[src/rtl/usermem_responder.sv]
// usermem_responder: synchronous 8-bit RAM responder with req/ready handshake and mailbox interrupt.
// Optional write protection above PROT_BASE is enabled by defining USERMEM_WPROT_EN.
`default_nettype none

module usermem_responder #(
  parameter int                ADDR_W       = 8,
  parameter int                READ_LAT     = 1,
  parameter logic [ADDR_W-1:0] MAILBOX_ADDR = 8'hFF,
  parameter logic [ADDR_W-1:0] PROT_BASE    = 8'hF0
) (
  input  logic              clk,
  input  logic              reset,
  input  logic              req,
  input  logic              rw,
  input  logic [ADDR_W-1:0] usermem_address,
  input  logic [7:0]        wdata,
  output logic [7:0]        usermem_data,
  output logic              ready,
  output logic              interrupt,
  input  logic              irq_ack,
  output logic              wr_fault
);

  typedef enum logic [1:0] {
    IDLE  = 2'd0,
    RWAIT = 2'd1,
    RDONE = 2'd2,
    WDONE = 2'd3
  } state_t;

  state_t            state;
  logic [ADDR_W-1:0] addr_q;
  logic [2:0]        cnt;
  logic [7:0]        mem [2**ADDR_W];

  logic accept;
  logic wprot;
  logic commit_wr;

  assign accept = (state == IDLE) && req;

`ifdef USERMEM_WPROT_EN
  assign wprot = (usermem_address >= PROT_BASE);

  always_ff @(posedge clk) begin
    if (reset) begin
      wr_fault <= 1'b0;
    end else begin
      wr_fault <= accept && rw && wprot;
    end
  end
`else
  logic unused_prot;
  assign unused_prot = (usermem_address >= PROT_BASE);
  assign wprot       = 1'b0;
  assign wr_fault    = 1'b0;
`endif

  // The RAM write happens on the accepting edge, so an abort afterwards cannot undo it.
  assign commit_wr = accept && rw && !wprot && !reset;

  always_ff @(posedge clk) begin
    if (commit_wr) begin
      mem[usermem_address] <= wdata;
    end
  end

  always_ff @(posedge clk) begin
    if (reset) begin
      state        <= IDLE;
      addr_q       <= '0;
      cnt          <= 3'd0;
      ready        <= 1'b0;
      interrupt    <= 1'b0;
      usermem_data <= 8'h00;
    end else begin
      ready <= 1'b0;
      // Set is evaluated after ack so a simultaneous set wins.
      if (irq_ack) begin
        interrupt <= 1'b0;
      end
      if (commit_wr && (usermem_address == MAILBOX_ADDR)) begin
        interrupt <= 1'b1;
      end

      case (state)
        IDLE: begin
          if (req) begin
            addr_q <= usermem_address;
            if (rw) begin
              state <= WDONE;
              ready <= 1'b1;
            end else if (READ_LAT == 0) begin
              state        <= RDONE;
              ready        <= 1'b1;
              usermem_data <= mem[usermem_address];
            end else begin
              state <= RWAIT;
              cnt   <= 3'(READ_LAT - 1);
            end
          end
        end
        RWAIT: begin
          if (cnt == 3'd0) begin
            state        <= RDONE;
            ready        <= 1'b1;
            usermem_data <= mem[addr_q];
          end else begin
            cnt <= cnt - 3'd1;
          end
        end
        RDONE:   state <= IDLE;
        WDONE:   state <= IDLE;
        default: state <= IDLE;
      endcase
    end
  end

endmodule

`default_nettype wire
[config.mk]
export PLATFORM = sky130hd
export DESIGN_NAME = usermem_responder
export DESIGN_NICKNAME = d
export VERILOG_FILES = /design/src/rtl/usermem_responder.sv
export SDC_FILE = /design/constraint.sdc
export NUM_CORES = 2
export LEC_CHECK = 0
export BUFFER_PORTS_ARGS = -buffer_cell sky130_fd_sc_hd__buf_2
export CORE_MARGIN = 4
export CORE_UTILIZATION = 60
export DETAILED_ROUTE_END_ITERATION = 12
export GPL_TIMING_DRIVEN = 0
export PLACE_DENSITY = 0.76
export REMOVE_ABC_BUFFERS = 1
export SYNTH_ARGS = -nofsm -noshare
export SYNTH_HDL_FRONTEND = slang
export SYNTH_SLANG_ARGS = --single-unit
[constraint.sdc]
create_clock -name clk -period 8.14 [get_ports clk]
set_input_delay 1.628 -clock clk [delete_from_list [all_inputs] [get_ports clk]]
set_output_delay 1.628 -clock clk [all_outputs]
set_load 0.05 [all_outputs]
==> results.ini <==
[outcome]
outcome=finished with violations
violations=max-capacitance violations

[sta]
min_period_over_period_pct=66.7
fmaxAchievable_mhz=184
rsz_0062_raised_after_global_routing=false
final-max-slew-violation-count=0
setup_violations=0
finClkSkew_ns=0.0239
worst_slew_margin_rel_pct=0.868
finalHoldViolCount=0
worst_slew_pin_slew_ns=1.48
layout_min_cycle_time_ns=5.43

[pwr]
total_power_w=0.0219
clkPwrFrac_pct=39.6
cellPowerDensity_nw_per_um2=246
combPwrFrac_pct=6.7
share_seq_of_total_power_pct=53.7
leakage_power_total_nw=26.7
power_switching_w=0.00476
sw_frac_of_total_pct=21.7
power_report.internal_total_w=0.0172
ir_drop_v=0.000242

[setup_path]
timing.critical_path.slowest_stage_cell=a2111oi_0
critical_path.cell_chain=buf_16 -> buf_16 -> buf_16 -> buf_16 -> buf_16 -> buf_16 -> buf_16 -> mux4_2 -> o21a_1 -> a2111oi_0 -> nor4b_1 -> nand3_1 -> o221ai_1
cp_top_family=buffers and inverters
timing.reg2reg.worst_path_depth=13
timing.rr.end=usermem_data[1]$_SDFFE_PP0P_
critical_path.max_fanout=47
timing.critical_path.arrival_ns=6.09
crit_path_frequent_cell=buf_16
cp.buffers_inverters=7
crit-reg2reg-launch=addr_q[0]$_SDFFE_PP0N_
critical_path.endpoint_type=register
timing_worst_setup_path_type=reg2reg
start_kind=register
worstPathRequired_ns=8.80
r2r_setup_slack_ns=2.71
slowest_cell_delay_on_critical_path_ns=1.00

[min_path]
holdPathStages=2
worst_hold_path_type=reg2reg
hold_path_end=interrupt$_SDFFE_PP0P_
hold_start=interrupt$_SDFFE_PP0P_

[clocking]
post_cts_resized=0
cts_made_buffers=195
clock-sinks=2071
cts_root_buffer=clkbuf_16
clock_latency_ns=0.80
clockBufferDepth=3
post_cts_repair_timing_setup_buffer_count=0
ctsHtreeMaxLevel=4
cts_tree=done
clkTransAtPathRegs_ns=0.06
cts_hold_buf=0

[global_routing]
antenna_violations_before_repair=5
number_of_global_route_vias_before_repair=40700
grt_max_degree=159
groute.usage.overall_pct=27.9
grt_overflow_total=0
grt_pass1_wl_um=283000

[route]
vias=40900
routed_wirelength_normalized_by_instance_count_um=32.7
initialDrtViolationCount=6272
drc=0
antenna_left=0
detail_route.wirelength_um=195000
drtPass1Iterations=5
post_drt_via_cell_ratio=6.85

[logic_synthesis]
synthCells=3983
post_synthesis_sequential_area_ratio_pct=76.6
synth_top_cells_by_area=edfxtp_1 76%, mux4_2 10%, mux2i_1 3.7%
post_synth_instance_area_um2=80900
netlist.top_cell.by_area=edfxtp_1
prevailing_post_synth_register_cell=edfxtp_1
synth_warnings=0
avgSynthCellArea_um2=20.3
ys_async_sr_fraction_pct=0
synth-edff-count=2048
yosys.cell_types.count=66
yosys_register_bits=2071
synth.top_cell.area_share_pct=76.0

[die]
die_area_um2=141000
floorplan.die.width_um=375
placementRows=134
die_height_um=375
initial_core_utilization_pct=60.5
boundaryPins=32
core_area_um2=134000

[placed_design]
placement.io_buffers=30
globalplace.congestion=0.828
post-place-cells=5604
place.detailed.hpwl_um=114000

[cells_and_area]
filler_cell_count=8081
post_route_cells_drive_above_1_share_pct=18.3
design.final.nets=4057
flow.area_growth_from_synthesis_pct=10.2
instances_no_fill=5965

[run]
max-cap-violations=1

## synthesized netlist by cell type (all sizes together) (4+ instances only)
master   instances
nand4            5
a221oi           7
buf            153
nand2          110
a211o           10
a22o            10
a32oi           13
a21oi           33
or4              4
mux2i          301
nand3           39
o211ai          15
clkbuf          79
o221ai          44
a2111oi         20
nor3            27
or3              6
a31oi           12
inv             10
mux4           378
o21a             8
o22ai          100
nor2           316
a211oi          42
o21ai           30
nor4            12
dfxtp           23
a22oi           67
edfxtp        2048
nand2b           7
mux2             7
nor2b           14
## state kept, by name, summed over array words and instances (netlist names)
| name | flops |
|---|---|
| usermem_data | 8 |
| cnt | 3 |
| interrupt | 1 |
| addr_q | 8 |
| mem | 2048 |
| ready | 1 |
| state | 2 |
## metal layers
layer / vias up / wire length (µm) / track usage [%]
li1: 16600 / - / -
met5: - / 0 / 0
met1: 21100 / 71200 / 39.2
met2: 2761 / 92400 / 43.3
met4: 0 / 8390 / 10.9
met3: 441 / 22800 / 6.58
## worst max path at each step
stage / startpoint / cells past startpoint / endpoint
3_3_place_gp: addr_q[0]$_SDFFE_PP0N_ / 6 / usermem_data[2]$_SDFFE_PP0P_
4_1_cts: addr_q[0]$_SDFFE_PP0N_ / 13 / usermem_data[1]$_SDFFE_PP0P_
6_report: addr_q[0]$_SDFFE_PP0N_ / 13 / usermem_data[1]$_SDFFE_PP0P_
5_1_grt: addr_q[0]$_SDFFE_PP0N_ / 13 / usermem_data[1]$_SDFFE_PP0P_
3_5_place_dp: reset / 5 / mem[194][5]$_DFFE_PP_
2_1_floorplan: addr_q[0]$_SDFFE_PP0N_ / 6 / usermem_data[2]$_SDFFE_PP0P_
## worst reg2reg max path, stage by stage, from the launching register on
cell and delay (ns):
dfxtp_4 0.51, buf_16 0.31, buf_16 0.34, buf_16 0.36, buf_16 0.33, buf_16 0.31, buf_16 0.32, buf_16 0.34
mux4_2 0.55, o21a_1 0.19, a2111oi_0 1.00, nor4b_1 0.25, nand3_1 0.34, o221ai_1 0.15
## metrics by stage
stage	area (µm²)	util (%)	TNS, ns	worst slack, ns	hold WS [ns]
6_report	89100	66.7	0	2.71	0.495
5_1_grt	89100	66.7	0	2.56	0.540
4_1_cts	89100	66.7	0	2.69	0.501
3_5_place_dp	83100	62.2	0	2.51	0.486
3_3_place_gp	81500	61.0	-279.88	-31.95	0.480
2_1_floorplan	79100	-	-173.28	-20.10	0.460
## layout by cell type, fill, tap and decap left out, drive strengths merged, types with 3 or more instances in the layout
master / count
or3: 6
o211ai: 15
clkinv: 81
a211oi: 42
nand2: 110
a22o: 10
o221ai: 44
o31ai: 3
buf: 85
clkbuf: 260
bufinv: 11
mux2: 7
a221oi: 7
o21ai: 30
mux2i: 301
or4: 4
and2: 3
nand3: 39
mux4: 378
nand4: 5
o21a: 8
a21oi: 33
a211o: 10
edfxtp: 2048
nor2: 316
or3b: 3
nor2b: 14
nand3b: 3
a2111oi: 20
o22ai: 100
nor4: 12
nand2b: 7
inv: 16
a22oi: 67
dfxtp: 23
nor3: 27
a31oi: 12
a32oi: 13
## power by group through the flow
stage / Combinational [W] / Clock [W] / Sequential [W]
3_5_place_dp: 0.00145 / 0 / 0.0120
3_3_place_gp: 0.00221 / 0 / 0.0123
5_1_grt: 0.00154 / 0.00921 / 0.0118
6_report: 0.00147 / 0.00868 / 0.0118
4_1_cts: 0.00146 / 0.00872 / 0.0118
2_1_floorplan: 0.00140 / 0 / 0.0121
## cell type report
cell class / instances / area (µm²) / share of cell area (%)
sequential: 2071 / 62000 / 69.5
multi-input combinational: 1669 / 17200 / 19.3
clock buffer: 260 / 5290 / 5.93
tap: 1768 / 2210 / 2.48
timing repair buffer: 86 / 1630 / 1.82
clock inverter: 98 / 743 / 0.834
inverter: 11 / 46.3 / 0.0519
antenna: 2 / 5.00 / 0.00562
## kinds of logic (layout without fill, tap and decap cells)
logic type | count (synthesis) | count (layout) | synth area share [%]
and+or+nand+nor | 556 | 556 | 2.91
buffers and inverters | 243 | 455 | 2.19
adders and majority gates | 2 | 2 | 0.0309
xor gates and xnor gates | 2 | 2 | 0.0217
muxes | 686 | 686 | 14.4
DFF | 2071 | 2071 | 76.6
AOI/OAI and AO/OA | 422 | 422 | 3.81
other | 1 | 3 | 0.00464
Power figures use the tool's default switching activity.
